File: src/rtl/axis_pkt_dispatcher.sv
// Packet dispatcher: routes whole AXI-Stream packets to an 8-bit pass-through port
// or a 16-bit byte-packing port, configured and monitored over AXI4-Lite.
module axis_pkt_dispatcher #(
    parameter int CNT_W = 16
) (
    input  logic        clk,
    input  logic        reset,

    input  logic [7:0]  axis_slv_tdata,
    input  logic        axis_slv_tvalid,
    output logic        axis_slv_tready,
    input  logic        axis_slv_tlast,

    output logic [7:0]  axis_mst0_tdata,
    output logic        axis_mst0_tvalid,
    input  logic        axis_mst0_tready,
    output logic        axis_mst0_tlast,

    output logic [15:0] axis_mst1_tdata,
    output logic        axis_mst1_tvalid,
    input  logic        axis_mst1_tready,
    output logic        axis_mst1_tlast,

    input  logic [31:0] aximm_slv_awaddr,
    input  logic        aximm_slv_awvalid,
    output logic        aximm_slv_awready,
    input  logic [31:0] aximm_slv_wdata,
    input  logic        aximm_slv_wvalid,
    output logic        aximm_slv_wready,
    output logic [1:0]  aximm_slv_bresp,
    output logic        aximm_slv_bvalid,
    input  logic        aximm_slv_bready,
    input  logic [31:0] aximm_slv_araddr,
    input  logic        aximm_slv_arvalid,
    output logic        aximm_slv_arready,
    output logic [31:0] aximm_slv_rdata,
    output logic        aximm_slv_rvalid,
    input  logic        aximm_slv_rready
);

    typedef enum logic [1:0] {IDLE, ROUTE0, ROUTE1} state_t;

    state_t           state, state_nxt;
    logic             en;
    logic [1:0]       mode;
    logic [CNT_W-1:0] cnt0, cnt1;
    logic             rr_ptr, dest, dest_nxt;
    logic [7:0]       lo_byte;
    logic             lo_held;
    logic [15:0]      w_data;
    logic             w_valid, w_last;
    logic             aw_held;
    logic [1:0]       aw_word;
    logic             bvalid_q, rvalid_q;
    logic [31:0]      rdata_q, rd_mux;

    logic start, slv_hs, mst0_done, mst1_done, wr_fire, ar_fire, pack_load;
    logic unused_bits;

    assign unused_bits = ^{aximm_slv_awaddr[31:4], aximm_slv_awaddr[1:0],
                           aximm_slv_araddr[31:4], aximm_slv_araddr[1:0],
                           aximm_slv_wdata[31:3]};

    assign start     = en && axis_slv_tvalid;
    assign slv_hs    = axis_slv_tvalid && axis_slv_tready;
    assign mst0_done = (state == ROUTE0) && slv_hs && axis_slv_tlast;
    assign mst1_done = w_valid && axis_mst1_tready && w_last;
    assign pack_load = (state == ROUTE1) && slv_hs && (lo_held || axis_slv_tlast);

    always_comb begin
        case (mode)
            2'd0:    dest_nxt = 1'b0;
            2'd1:    dest_nxt = 1'b1;
            2'd2:    dest_nxt = rr_ptr;
            default: dest_nxt = axis_slv_tdata[0];
        endcase
    end

    always_ff @(posedge clk) begin
        if (reset) state <= IDLE;
        else       state <= state_nxt;
    end

    always_comb begin
        state_nxt = state;
        case (state)
            IDLE:    if (start) state_nxt = dest_nxt ? ROUTE1 : ROUTE0;
            ROUTE0:  if (mst0_done) state_nxt = IDLE;
            ROUTE1:  if (mst1_done) state_nxt = IDLE;
            default: state_nxt = IDLE;
        endcase
    end

    // Port 1 stops taking bytes once the closing word is formed, so no beat of the
    // next packet slips in before the FSM returns to IDLE.
    always_comb begin
        axis_slv_tready  = 1'b0;
        axis_mst0_tvalid = 1'b0;
        axis_mst0_tdata  = 8'h00;
        axis_mst0_tlast  = 1'b0;
        case (state)
            ROUTE0: begin
                axis_slv_tready  = axis_mst0_tready;
                axis_mst0_tvalid = axis_slv_tvalid;
                axis_mst0_tdata  = axis_slv_tdata;
                axis_mst0_tlast  = axis_slv_tlast;
            end
            ROUTE1:  axis_slv_tready = !w_valid || (axis_mst1_tready && !w_last);
            default: ;
        endcase
    end

    assign axis_mst1_tdata  = w_data;
    assign axis_mst1_tvalid = w_valid;
    assign axis_mst1_tlast  = w_valid && w_last;

    always_ff @(posedge clk) begin
        if (reset) begin
            dest    <= 1'b0;
            rr_ptr  <= 1'b0;
            lo_byte <= 8'h00;
            lo_held <= 1'b0;
            w_data  <= 16'h0000;
            w_valid <= 1'b0;
            w_last  <= 1'b0;
        end else begin
            if (state == IDLE && start) begin
                dest <= dest_nxt;
                if (mode == 2'd2) rr_ptr <= ~rr_ptr;
            end
            if (state == ROUTE1 && slv_hs) begin
                if (lo_held) begin
                    w_data  <= {axis_slv_tdata, lo_byte};
                    w_last  <= axis_slv_tlast;
                    lo_held <= 1'b0;
                end else if (axis_slv_tlast) begin
                    w_data  <= {8'h00, axis_slv_tdata};
                    w_last  <= 1'b1;
                end else begin
                    lo_byte <= axis_slv_tdata;
                    lo_held <= 1'b1;
                end
            end
            if (pack_load)             w_valid <= 1'b1;
            else if (axis_mst1_tready) w_valid <= 1'b0;
        end
    end

    assign wr_fire = aw_held && aximm_slv_wvalid;
    assign ar_fire = aximm_slv_arvalid && !rvalid_q;

    always_comb begin
        case (aximm_slv_araddr[3:2])
            2'd0:    rd_mux = {29'd0, mode, en};
            2'd1:    rd_mux = 32'(cnt0);
            2'd2:    rd_mux = 32'(cnt1);
            default: rd_mux = {28'd0, lo_held, rr_ptr, dest, state != IDLE};
        endcase
    end

    always_ff @(posedge clk) begin
        if (reset) begin
            en       <= 1'b0;
            mode     <= 2'd0;
            cnt0     <= '0;
            cnt1     <= '0;
            aw_held  <= 1'b0;
            aw_word  <= 2'd0;
            bvalid_q <= 1'b0;
            rvalid_q <= 1'b0;
            rdata_q  <= 32'd0;
        end else begin
            if (aximm_slv_awvalid && aximm_slv_awready) begin
                aw_held <= 1'b1;
                aw_word <= aximm_slv_awaddr[3:2];
            end
            if (wr_fire) begin
                aw_held  <= 1'b0;
                bvalid_q <= 1'b1;
                if (aw_word == 2'd0) {mode, en} <= aximm_slv_wdata[2:0];
            end else if (bvalid_q && aximm_slv_bready) begin
                bvalid_q <= 1'b0;
            end
            // A clearing write wins over a same-cycle packet completion.
            if (wr_fire && aw_word == 2'd1)  cnt0 <= '0;
            else if (mst0_done && cnt0 != '1) cnt0 <= cnt0 + CNT_W'(1);
            if (wr_fire && aw_word == 2'd2)  cnt1 <= '0;
            else if (mst1_done && cnt1 != '1) cnt1 <= cnt1 + CNT_W'(1);
            if (ar_fire) begin
                rvalid_q <= 1'b1;
                rdata_q  <= rd_mux;
            end else if (rvalid_q && aximm_slv_rready) begin
                rvalid_q <= 1'b0;
            end
        end
    end

    assign aximm_slv_awready = !aw_held && !bvalid_q;
    assign aximm_slv_wready  = aw_held;
    assign aximm_slv_bresp   = 2'b00;
    assign aximm_slv_bvalid  = bvalid_q;
    assign aximm_slv_arready = !rvalid_q;
    assign aximm_slv_rvalid  = rvalid_q;
    assign aximm_slv_rdata   = rdata_q;

endmodule

File: config.mk
export PLATFORM = sky130hd
export DESIGN_NAME = axis_pkt_dispatcher
export DESIGN_NICKNAME = d
export VERILOG_FILES = /design/src/rtl/axis_pkt_dispatcher.sv
export SDC_FILE = /design/constraint.sdc
export NUM_CORES = 1
export LEC_CHECK = 0
export CAP_MARGIN = 20
export CORE_MARGIN = 1
export CORE_UTILIZATION = 39
export DETAILED_ROUTE_END_ITERATION = 7
export PLACE_DENSITY = 0.77
export SETUP_SLACK_MARGIN = 0.1
export SLEW_MARGIN = 20
export SYNTH_ARGS = -nofsm -noshare
export SYNTH_HDL_FRONTEND = slang
export SYNTH_SLANG_ARGS = --single-unit
export TNS_END_PERCENT = 30
File: constraint.sdc
create_clock -name clk -period 1.8 [get_ports clk]
set_input_delay 0.18 -clock clk [delete_from_list [all_inputs] [get_ports clk]]
set_output_delay 0.18 -clock clk [all_outputs]
set_load 0.01 [all_outputs]
# [Word level (Yosys, flattened, before mapping)]
# Index checks and enable logic that the tools add are counted.
[classes] addsub=2 n_eq_ne=13 n_mux=23 bitwise=3 reduce_logical=45
[op_table] operator="16-bit one-hot mux with 3 select lines" n=1
[op_table] operator="16-bit by 1-bit adder with 16-bit output (second input constant)" n=2
[op_table] operator="16-bit 2-to-1 mux" n=2
[op_table] operator="16-bit inequality test (second input constant)" n=2
[op_table] operator="1-bit logical AND" n=21
[op_table] operator="1-bit 2-to-1 mux" n=12
[op_table] operator="2-bit nonzero test" n=5
[op_table] operator="2-bit by 1-bit == test with 1-bit output (second input constant)" n=4
[op_table] operator="2-bit == test (second input constant)" n=4
[op_table] operator="2-bit zero test" n=4
[op_table] operator="2-bit 2-to-1 mux" n=4
[op_table] operator="8-bit 2-to-1 mux" n=1
[op_table] operator="2-bit inequality test (second input constant)" n=3
[op_table] operator="2-bit one-hot mux with 3 select lines" n=1
[op_table] operator="2-bit AND reduction" n=3
[op_table] operator="3-bit AND reduction" n=2
[op_table] operator="2-bit OR reduction" n=3
[op_table] operator="1-bit zero test" n=5
[op_table] operator="1-bit inverter" n=3
[op_table] operator="1-bit one-hot mux with 3 select lines" n=1
[op_table] operator="1-bit logical OR" n=2
[op_table] operator="1-bit one-hot mux with 2 select lines" n=1
[word_totals] register_bits=103 inputBits=115 out_inout_bits=68

# [Longest topological paths before layout]
# Gate-level depths: netlist (run 1).
[logic_depth] word_depth=9 depth_mapped=8

# [Worst setup path before layout (run 1)]
# Ideal clock, no wire load.
[synth_timing] kind="reg-to-reg" start="register state[0]" end="register cnt0[7]" t_arrival_ns=1.728 setup_slack_ns=0.000 stages_incl_launch_ff=8 path_buffers=1 cell_sequence="dfxtp_1 inv_1 ha_1 and4_1 o31ai_4 buf_4 nor4b_1 mux2i_1"
[synth_between] elab_chain_len=6 word_cells_on_any_way=7
[synth_lines] item="from (decl)" line="43" rtl="state_t state, state_nxt;"
[synth_lines] item="from (signal assigned)" line="81" rtl="else state <= state_nxt;"
[synth_lines] item="2-bit == test / 2-bit by 1-bit == test with 1-bit output (equally long branches)" line="101, 66"
[synth_lines] item="1-bit one-hot mux with 2 select lines" line="101" rtl="case (state)"
[synth_lines] item="1-bit logical AND" line="65" rtl="assign slv_hs = axis_slv_tvalid && axis_slv_tready;"
[synth_lines] item="1-bit logical AND (*) (2 in series)" line="66" rtl="assign mst0_done = (state == ROUTE0) && slv_hs && axis_slv_tlast;"
[synth_lines] item="1-bit logical AND (*)" line="186" rtl="else if (mst0_done && cnt0 != '1) cnt0 <= cnt0 + CNT_W'(1);"
[synth_lines] item="to (signal assigned)" line="186"
[synth_lines] item="to (decl)" line="46" rtl="logic [CNT_W-1:0] cnt0, cnt1;"
# Every way passes the cells marked *; elsewhere a longest branch is shown, timed or not.
# A chain may end at the register's enable or synchronous reset.

# [Final worst setup path (run 1)]
[layout_timing] start="register state[0]" end="register cnt0[5]"
# The elaborated chain is that of the path after synthesis.

==> metrics list, run 1 <==
- Class of the most critical setup path: reg -> reg
* Power Total: 3913 uW
- The share of the synthesized area in compound gates (AO/OA/AOI/OAI) was 0.1930.
- Synthesis inferred 87 register bits.
- Least setup slack across all paths after layout: -79.38 ps
- Synthesis instantiated 56 different standard cells from the library.
* Leading cell types by total area after synthesis: sky130_fd_sc_hd__dfxtp_1 40%, sky130_fd_sc_hd__mux2i_1 7.6%, sky130_fd_sc_hd__nor2_1 4.4%, sky130_fd_sc_hd__a211oi_1 4.0%, sky130_fd_sc_hd__a22oi_1 3.6%
- Estimated wirelength of the detail-placed design: 8692 um
* Count of flip-flops with a built-in enable after synthesis: 0
- Iteration-0 DRC count of the detailed router: 205
* IO Pins: 183
- Overall track demand over capacity in global routing: 0.2119
* Number of failing setup endpoints in the final timing report: 8
- Share of synthesized flip-flops with an asynchronous set or reset: 0
- The floorplan has 38 rows.
- Layout cell share with drive strength beyond 1: 0.2294
- Area used by multi-input combinational logic: 2645 sq um
- Setup repair after global routing could not meet its margin everywhere.
- The later pin in the worst-skew pair is clocked with a latency of 370 ps.
- Of the total synthesized cell area, the portion taken by AND, OR, NAND and NOR gates is 0.2351.
- Combinational family with the most area after synthesis: simple AND/OR/NAND/NOR gates
* Worst path top cell family by delay: simple AND/OR/NAND/NOR gates
* Switching part of the total power: 0.2342
- Synthesis handed over a netlist of 490 instances.
- Deepest clock path buffer count: 2
- The initial antenna violation count was 0.
* Avg Cell Area, Syn: 8.917 sq um
- Die area: 11630 sq um
* Pre-CTS worst setup slack: -181.2 ps
* Sum of routed wire length over all layers: 12290 um
- Outcome: finished, violations left
- Static timing analysis puts the maximum clock frequency at 0.5321 GHz.
- Pin count of the biggest net entering global routing: 40
- Traced cell by cell, the critical path runs through inv_4 -> ha_4 -> and4_4 -> o31ai_4 -> buf_12 -> or4_4 -> a21oi_1.
- The slowest stage of the critical path is the sky130_fd_sc_hd__or4_4 cell.
* Final hold viol count: 0
- Required time of the worst setup path: 2110 ps
- Parity-gate share of the synthesized area counting xor and xnor cells: 0.002005
- For this design the static power due to leakage is 0.002051 uW.
* Arrival time reported for the critical path endpoint: 2190 ps
- Number of nets in the layout: 721
* Final Cycle Share: 1.044
- Of the synthesized area, sequential elements account for 0.3986.
- Clock root buffer master: sky130_fd_sc_hd__clkbuf_8
- For the final database, setup skew stands at 7.913 ps.
- TritonCTS built the clock tree.
- Dividing the detail-routed via count by the number of cells gives 5.672.
- The die is 107.8 um tall.
* Hold_buf cts: 0
- Dividing the detail-routed wire length by the instance count gives 16.47 um.
- Mux share of post-synthesis cell area: 0.09364
* Element type at the critical path start: flop
* Sw Pwr: 916.3 uW
* Portion of synthesized cell area occupied by the leading cell type: 0.3986
* Final antenna-violating net count: 0
* Total number of yosys warnings: 0
* Max stage delay on crit path: 510 ps
* Combinational fraction of design power: 0.098
* Total standard cell area after synthesis: 4369 sq um
- Tmin final: 1879 ps
* Register clock-pin slew on the reported worst setup and hold paths: 80 ps
- Total via count in the routed design: 4231
- Classification of the worst-slack hold path: in -> reg
* Peak supply drop: 0.3017 mV
* Post-synthesis to final-layout area growth: 37.46%
* Most used DFF post-synth: sky130_fd_sc_hd__dfxtp_1
- Max-slew violation total from the final report: 0
* Sink Count: 87
- The number of global-route vias before repair is 3897.
- Violations in the final reports: negative setup slack
- Number of buffer cells added on primary ports: 75
- Highest-count cells in the layout ignoring fill and taps: 76 x sky130_fd_sc_hd__dfxtp_1, 62 x sky130_fd_sc_hd__clkdlybuf4s50_1, 50 x sky130_fd_sc_hd__nor2_1, 42 x sky130_fd_sc_hd__buf_4, 33 x sky130_fd_sc_hd__nand2_1
- Hold slack: 177.4 ps
* Crit Path Max Fanout: 24
- Power spread over the standard cell area amounts to 651.5 nW/um^2.
- Cell type with the largest total area after synthesis: sky130_fd_sc_hd__dfxtp_1
- The floorplan step set the die width to 107.8 um.
- Nature of the critical path endpoint: flop
- TritonCTS Buffers: 9
- Initial standard-cell utilization of the core: 0.4013
- The pre-antenna-repair detailed-routing pass consisted of 5 iterations.
- For this run, design rule violations remaining after detail routing come to 0.
- Fillers: 887
- The tool flagged a number of max-cap violations equal to 0.
* First-pass GRT wire length: 19150 um
- The share of total power dissipated in sequential elements is 0.505.
- 0 antenna diodes ended up in the layout.
* Adder-Cell Fraction of Synth Area: 0.01432
* Routability Congestion: 0.8411
- Design internal power: 2997 uW
- Together, buffers and inverters on the worst path number 2.
* Total grt overflow: 0
- Clock share of power: 0.397
- Setup total negative slack: -433.0 ps
- Area of all sequential standard cells: 1758 sq um
- Leaving out fill and tap cells, the most frequent cell in the layout is sky130_fd_sc_hd__dfxtp_1.
- The core region is 10890 sq um.
- The H-tree generated during clock tree synthesis spans 3 levels.
synthesized netlist by cell type, drive strengths merged, types with 9 or more instances:
master,n
dfxtp,87
nor2,51
nand2,36
mux2i,33
buf,31
a21oi,29
a211oi,23
a22oi,21
and2,15
o31ai,15
or4,15
nand3,14
clkbuf,12
or3,12
nand4,10
nor4,9
o21ai,9
per-stage QoR:
| step | std cells | utilization | area (sq um) |
|---|---|---|---|
| after floorplan | 507 | - | 4539 |
| after global placement | 721 | 0.5131 | 5587 |
| after detailed placement | 721 | 0.5131 | 5587 |
| after CTS | 738 | 0.5347 | 5822 |
| after global routing | 746 | 0.5516 | 6006 |
| final | 746 | 0.5516 | 6006 |
power groups by stage:
stage                     combinational, uW  clock, uW  sequential [uW]
after floorplan                         185          0             2030
final                                   384       1550             1980
after global routing                    414       1640             1980
after global placement                  364          0             2020
after detailed placement                372          0             2020
after CTS                               375       1570             1980
final timing paths:
path	slack (ps)	cells past startpoint	startpoint	endpoint
max reg2reg	-80	7	state[0]	cnt0[5]
max	-80	7	state[0]	cnt0[5]
min reg2reg	500	2	cnt1[4]	cnt1[4]
min	180	2	reset	aximm_slv_rdata[0]
what timing repair did:
action                                  in CTS  in global routing
pin swaps                                   11                 10
endpoints found under the setup margin      58                 62
cloned                                       0                  1
hold endpoints to repair                     0                  0
resized for setup                           60                 31
buffers inserted                             1                  8
metal layers:
metal / global-route usage / wire length [um]
met3: 0.03632 / 581
met2: 0.3498 / 6114
met4: 0.08611 / 229
met1: 0.2725 / 5358
met5: 0 / 0
registers in the layout, indices dropped and copies added (netlist names), 2 cells and up:
signal / count
lo_byte: 8
axis_mst1_tdata: 16
cnt1: 16
cnt0: 16
aw_word: 2
mode: 2
state: 2
aximm_slv_rdata: 16
cell type report:
| type | count | share of cell area |
|---|---|---|
| flip-flops and latches | 87 | 0.2927 |
| inverters | 7 | 0.005208 |
| well taps | 140 | 0.02917 |
| repair buffers | 126 | 0.1952 |
| clock buffers | 13 | 0.02646 |
| clock inverters | 3 | 0.01083 |
| multi-input cells | 370 | 0.4404 |
cell families (layout without fill, tap and decap cells):
logic type	count (synthesis)	count (layout)
XOR/XNOR	1	1
AND/OR/NAND/NOR	193	193
other	1	18
flip-flops	87	87
adder cells (fa/ha/maj)	5	5
buffers and inverters	50	149
AO/OA/AOI/OAI	116	116
multiplexers	37	37
Note: power is estimated with default switching activity, not from simulation.
==> run 2: changes to the inputs <==
- CORE_ASPECT_RATIO: default -> 1.1
==> metrics list, run 2 (synthesized netlist as in run 1, its figures left out) <==
- The count of boundary I/O pins came to 183 (unchanged).
- The period utilization came to 1.058 (was 1.044).
* Die Height: 113.0 um (was 107.8 um)
* Design internal power: 3259 uW (was 2997 uW)
- Outcome: finished, violations left (unchanged).
- Sum of routed wire length over all layers: 12550 um (was 12290 um)
- The deepest clock path buffer count was 2 (unchanged).
* Element type at the critical path start: flop (unchanged)
* Unrepaired setup endpoints after global routing: yes (unchanged)
- The class of the tightest hold or removal check was in -> reg (unchanged).
- Post-placement cell area: 5560 sq um (was 5587 sq um)
- Iteration-0 DRC count of the detailed router: 287 (was 205)
* Least setup slack across all paths after layout: -104.8 ps (was -79.38 ps)
- ANT cells: 0 (unchanged)
- Fmax achieved: 0.5250 GHz (was 0.5321 GHz)
- The total number of vias is 4272 (was 4231).
- Number of detailed-routing iterations run before antenna repair: 5 (unchanged)
- Setup total negative slack: -398.3 ps (was -433.0 ps)
- The category of the worst setup path capture point is a flop (unchanged).
- Number of buffer cells added on primary ports: 75 (unchanged)
- The busiest layer in global routing is met2 (unchanged).
- The category of the critical setup timing path is reg -> reg (unchanged).
- Final standard cell area without fillers: 6238 sq um (was 6006 sq um)
- The final cell count without fillers was 761 (was 746).
* Rel. slew slack: 0.6647
* Highest-count cells in the layout ignoring fill and taps: 77 x sky130_fd_sc_hd__dfxtp_1, 63 x sky130_fd_sc_hd__clkdlybuf4s50_1, 50 x sky130_fd_sc_hd__nor2_1, 41 x sky130_fd_sc_hd__buf_4, 33 x sky130_fd_sc_hd__nand2_1 (was 76 x sky130_fd_sc_hd__dfxtp_1, 62 x sky130_fd_sc_hd__clkdlybuf4s50_1, 50 x sky130_fd_sc_hd__nor2_1, 42 x sky130_fd_sc_hd__buf_4, 33 x sky130_fd_sc_hd__nand2_1)
- The leakage power of the design is 0.002143 uW (was 0.002051 uW).
* Share of power burned in registers: 0.461 (was 0.505)
- The data required time at the worst endpoint was 2070 ps (was 2110 ps).
- The count of hold buffers inserted by post-cts repair was 0 (unchanged).
- The number of levels in the clock H-tree was 3 (unchanged).
* Combinational fraction of design power: 0.086 (was 0.098)
- Count of placed standard cells including taps: 725 (was 721)
* Final core utilization: 0.5718 (was 0.5516)
- The clock tree from TritonCTS is built (unchanged).
* Crit Path Max Fanout: 6 (was 24)
- The initial antenna violation count was 0 (unchanged).
- Via count of the first global-routing pass: 4045 (was 3897)
* First-pass GRT wire length: 19420 um (was 19150 um)
* Final antenna-violating net count: 0 (unchanged)
- The global routing usage on met3 came to 0.05621 (was 0.03632).
* Sw Pwr: 1028 uW (was 916.3 uW)
- The number of vias per cell came to 5.614 (was 5.672).
- The number of endpoints with negative hold slack in the final report is 0 (unchanged).
* TritonCTS Buffers: 9 (unchanged)
- The global-route met1 utilization was 0.2635 (was 0.2725).
- Number of failing setup endpoints in the final timing report: 8 (unchanged)
- At the pin with the least slew margin, the transition time is 502.9 ps.
- Peak supply drop: 0.6837 mV (was 0.3017 mV)
* Number of nets in the layout: 729 (was 721)
* Final worst clock skew: 10.85 ps (was 7.913 ps)
- The share of layout cells above drive strength 1 came to 0.2459 (was 0.2294).
- Post-synthesis to final-layout area growth: 42.78% (was 37.46%)
- Violations in the final reports: negative setup slack (unchanged).
- The number of max-slew violations in the final report was 0 (unchanged).
- The HPWL after detailed placement is 8219 um (was 8692 um).
- Pin count of the biggest net entering global routing: 31 (was 40)
* Arrival time reported for the critical path endpoint: 2180 ps (was 2190 ps)
- Number of core rows: 40 (was 38)
- Tmin final: 1905 ps (was 1879 ps)
* Clock share of power: 0.453 (was 0.397)
* Overall track demand over capacity in global routing: 0.2108 (was 0.2119)
- The number of maximum-capacitance constraint violations was 0 (unchanged).
- The total core area is 10910 sq um (was 10890 sq um).
- Remaining routing DRC violations: 0 (unchanged)
- Power Total: 4286 uW (was 3913 uW)
- Skew-Pair Late Insertion Delay: 350 ps (was 370 ps)
- Routability Congestion: 0.8353 (was 0.8411)
- Overall die width: 102.9 um (was 107.8 um)
- Switching part of the total power: 0.2397 (was 0.2342)
- Met2 demand-to-capacity share in global routing: 0.3564 (was 0.3498)
- The global-route congestion overflow total is 0 (unchanged).
- The clock-pin slew of the registers on the worst-case setup and hold paths came to 70 ps (was 80 ps).
- Commonest non-fill, non-tap cell in the layout: sky130_fd_sc_hd__dfxtp_1 (unchanged)
- The clock tree root buffer cell was sky130_fd_sc_hd__clkbuf_16 (was sky130_fd_sc_hd__clkbuf_8).
* Sink Count: 87 (unchanged)
- Power per unit of standard cell area: 687.1 nW/um^2 (was 651.5 nW/um^2)
* WL/cell: 16.49 um (was 16.47 um)
- Initial standard-cell utilization of the core: 0.4005 (was 0.4013)
- Die area: 11630 sq um (about the same)
-- run 2: changes by cell type in the layout (fill, tap and decap cells not counted), sizes merged --
cell / previous run / this run
clkdlybuf4s50: 62 / 63
bufinv: 2 / 1
buf: 62 / 59
inv: 7 / 10
clkinv: 1 / 0
clkinvlp: 0 / 1
clkbuf: 14 / 22
-- run 2: power by group through the flow --
stage / Sequential [uW] / Clock (uW) / Combinational, uW
floorplan: 2030 / 0 / 185
global placement: 2020 / 0 / 346
detailed placement: 2020 / 0 / 355
CTS: 1980 / 1940 / 359
global route: 1980 / 2050 / 401
finish: 1980 / 1940 / 368
-- run 2: worst paths after layout --
| kind | startpoint | slack (ps) | depth (start not counted) | endpoint |
|---|---|---|---|---|
| min reg2reg | aw_word[1] | 490 | 2 | aw_word[1] |
| max reg2reg | state[1] | -100 | 8 | cnt0[3] |
| min | reset | 290 | 2 | aximm_slv_rdata[0] |
| max | state[1] | -100 | 8 | cnt0[3] |
-- run 2: cell type report --
class | instances | area [sq um]
timing repair buffer | 134 | 1284
clock buffer | 11 | 242.7
multi-input combinational | 370 | 2674
clock inverter | 5 | 63.81
fill | 925 | 4672
tap | 147 | 183.9
sequential | 87 | 1759
inverter | 7 | 31.28
-- run 2: critical path, cell delays in order, from the launching register on --
cell and delay [ps]:
sky130_fd_sc_hd__dfxtp_4 360, sky130_fd_sc_hd__inv_4 50, sky130_fd_sc_hd__ha_4 280, sky130_fd_sc_hd__and4_4 230
sky130_fd_sc_hd__o31ai_4 90, sky130_fd_sc_hd__buf_6 140, sky130_fd_sc_hd__clkbuf_16 150, sky130_fd_sc_hd__or4_1 400
sky130_fd_sc_hd__a21oi_1 140
-- run 2: stage by stage --
step	hold WS (ps)	setup slack (ps)
4_1_cts	279.7	-92.82
3_3_place_gp	471.5	-138.1
2_1_floorplan	279.0	79.14
5_1_grt	300.8	-121.4
6_report	286.7	-104.8
3_5_place_dp	479.4	-239.0
-- run 2: what timing repair did --
action,CTS,global route
gates resized for setup,32,59
cloned,1,3
pin swaps,30,16
setup buffers,6,11
endpoints found under the setup margin,57,71
-- run 2: metal layers --
layer	vias to the layer above	share of wire	wire, um
met2	160	0.51	6366
met3	17	0.061	765
met5	-	0	0
li1	2040	-	-
met4	0	0.014	181
met1	2055	0.42	5235
==> run 3: changes to the inputs <==
- CORE_UTILIZATION: 39 -> 46
- PLACE_DENSITY: 0.77 -> 0.85
- clock period: 1.8 -> 2.35 ns (I/O delays scaled with it)
==> metrics list, run 3 (synthesized netlist as in run 1, its figures left out) <==
- Outcome: complete, no violations (was finished, violations left)
- Number of buffer cells added on primary ports: 75 (unchanged)
- The final antenna-violating net count was 0 (unchanged).
- The number of filler instances in the final layout is 764 (was 925).
- Layout cell share with drive strength beyond 1: 0.08246 (was 0.2459)
* Initial standard-cell utilization of the core: 0.4826 (was 0.4005)
* Slew at the pin with the worst max-slew slack: 720.9 ps (was 502.9 ps)
- The clock tree root buffer cell is sky130_fd_sc_hd__clkbuf_8 (was sky130_fd_sc_hd__clkbuf_16).
- The data required time at the worst endpoint was 2120 ps (was 2070 ps).
- The global-route wire length before repair was 17390 um (was 19420 um).
* Skew-Pair Late Insertion Delay: 360 ps (was 350 ps)
- The count of hold buffers inserted by post-cts repair was 0 (unchanged).
* Number of nets in the layout: 685 (was 729)
- The total core area is 9054 sq um (was 10910 sq um).
* Number of detailed-routing iterations run before antenna repair: 6 (was 5)
- The class of the tightest hold or removal check was in -> reg (unchanged).
* Number of failing setup endpoints in the final timing report: 0 (was 8)
* Class of the most critical setup path: reg -> out (was reg -> reg)
- Routability Congestion: 0.8507 (was 0.8353)
* TritonCTS clock tree: built (unchanged)
- Final hold viol count: 0 (unchanged)
- Register clock-pin slew on the reported worst setup and hold paths: 90 ps (was 70 ps)
* Mean number of vias per cell: 5.892 (was 5.614)
- Met2 demand-to-capacity share in global routing: 0.3649 (was 0.3564)
- The leading cell type in the layout, fill and taps excluded was sky130_fd_sc_hd__dfxtp_1 (unchanged).
* P_leak: 0.001772 uW (was 0.002143 uW)
* Post-synthesis to final-layout area growth: 23.94% (was 42.78%)
- The worst max-slew margin expressed relative to the limit is 0.5133 (was 0.6647).
- The DRC violation total after the first TritonRoute iteration was 251 (was 287).
- The overall power after layout was 2925 uW (was 4286 uW).
- Total via count in the routed design: 4030 (was 4272)
- ANT cells: 0 (unchanged)
- The deepest clock path buffer count is 2 (unchanged).
- The total CTS buffers was 9 (unchanged).
- The pin count of the biggest net entering global routing is 40 (was 31).
- Met1 layer usage reported by global route: 0.2725 (was 0.2635)
- Nature of the critical path endpoint: output pin (was flop)
- The number of resized instances in the post-cts repair step is 1 (was 32).
- Highest-count cells in the layout ignoring fill and taps: 87 x sky130_fd_sc_hd__dfxtp_1, 73 x sky130_fd_sc_hd__clkdlybuf4s50_1, 51 x sky130_fd_sc_hd__nor2_1, 35 x sky130_fd_sc_hd__nand2_1, 33 x sky130_fd_sc_hd__mux2i_1 (was 77 x sky130_fd_sc_hd__dfxtp_1, 63 x sky130_fd_sc_hd__clkdlybuf4s50_1, 50 x sky130_fd_sc_hd__nor2_1, 41 x sky130_fd_sc_hd__buf_4, 33 x sky130_fd_sc_hd__nand2_1)
* Fmax achieved: 0.4705 GHz
- Element type at the critical path start: flop (unchanged)
* Tmin final: 2126 ps
- Overall track demand over capacity in global routing: 0.2186 (was 0.2108)
* Number of core rows: 36 (was 40)
* Number of H-tree levels: 3 (unchanged)
- The overall die width came to 94.93 um (was 102.9 um).
- Sum of routed wire length over all layers: 10490 um (was 12550 um)
- Most used routing layer in global routing: met2 (unchanged)
- The die height is 104.2 um (was 113.0 um).
- The total power density per cell area came to 540.2 nW/um^2 (was 687.1 nW/um^2).
- The global routing usage on met3 is 0.04167 (was 0.05621).
* Die area: 9893 sq um (was 11630 sq um)
- The number of global-route vias before repair came to 3726 (was 4045).
* Crit Path Max Fanout: 12 (was 6)
* Peak supply drop: 0.2750 mV (was 0.6837 mV)
- The number of post-CTS setup repair buffers was 0 (was 6).
- Max-Cap Viols: 0 (unchanged)
- WL/cell: 15.33 um (was 16.49 um)
- Sink Count: 87 (unchanged)
* Max-slew violation total from the final report: 0 (unchanged)
* Unrepaired setup endpoints after global routing: no (was yes)
- The final sum of negative setup slack is 0 ps (was -398.3 ps).
- Remaining routing DRC violations: 0 (unchanged)
* Arrival time reported for the critical path endpoint: 1890 ps (was 2180 ps)
- The setup clock skew after layout came to 9.854 ps (was 10.85 ps).
- Final Cycle Share: 0.9045
* Total grt overflow: 0 (unchanged)
- Estimated wirelength of the detail-placed design: 7641 um (was 8219 um)
- Number of antenna violations at the first check in global routing: 0 (unchanged)
- The count of boundary I/O pins came to 183 (unchanged).
run 3: changes by cell type in the layout (fill, tap and decap cells not counted), moves of 5 or more:
cell and change:
sky130_fd_sc_hd__buf_6 -11, sky130_fd_sc_hd__buf_4 -26, sky130_fd_sc_hd__nor4_1 +5, sky130_fd_sc_hd__clkbuf_16 -11, sky130_fd_sc_hd__clkdlybuf4s50_1 +10, sky130_fd_sc_hd__dfxtp_2 -8, sky130_fd_sc_hd__clkbuf_2 -9, sky130_fd_sc_hd__a22oi_1 +8
sky130_fd_sc_hd__dfxtp_1 +10, sky130_fd_sc_hd__ha_1 +5, sky130_fd_sc_hd__a22oi_2 -8, sky130_fd_sc_hd__clkbuf_8 +8
run 3: critical path: stages, from the launching register on:
cell and delay, ps:
sky130_fd_sc_hd__dfxtp_1 330, sky130_fd_sc_hd__inv_1 100, sky130_fd_sc_hd__ha_1 230, sky130_fd_sc_hd__buf_4 180, sky130_fd_sc_hd__and2_1 140, sky130_fd_sc_hd__clkdlybuf4s50_1 540
run 3: layout make-up:
class,instances,area (sq um),area share
clock buffer,10,127.6,0.02357
clock inverter,6,92.59,0.01710
inverter,7,26.28,0.004852
multi-input combinational,370,2427,0.4482
sequential,87,1742,0.3216
tap,114,142.6,0.02634
timing repair buffer,90,857.1,0.1583
run 3: power breakdown:
group          switching [uW]  total, uW  internal, uW
clock                     550       1150           605
sequential               17.0       1510          1500
combinational             136        257           122
total                     702       2930          2220
run 3: per-stage QoR:
stage,util,cells,area [sq um],worst slack (ps),hold WS [ps]
6_report,0.5981,684,5415,224.4,358.7
4_1_cts,0.5981,684,5415,232.4,332.5
3_5_place_dp,0.5739,668,5196,209.2,483.0
5_1_grt,0.5981,684,5415,135.9,365.3
2_1_floorplan,-,507,4433,550.3,334.0
3_3_place_gp,0.5739,668,5196,259.6,472.2
run 3: worst paths after layout:
kind              startpoint                  to  slack, ps  cells after the start
setup / recovery    state[1]  axis_mst0_tdata[4]        220                      5
hold / removal         reset              rr_ptr        360                      2
setup reg to reg    state[1]             cnt0[3]        250                      7
hold reg to reg      cnt1[6]             cnt1[6]        500                      2
run 3: routing by layer:
layer	vias up	routed length, um	part of all wire
met3	16	534	0.051
met5	-	0	0
met2	134	5271	0.50
met4	0	184	0.018
met1	1930	4498	0.43
li1	1950	-	-
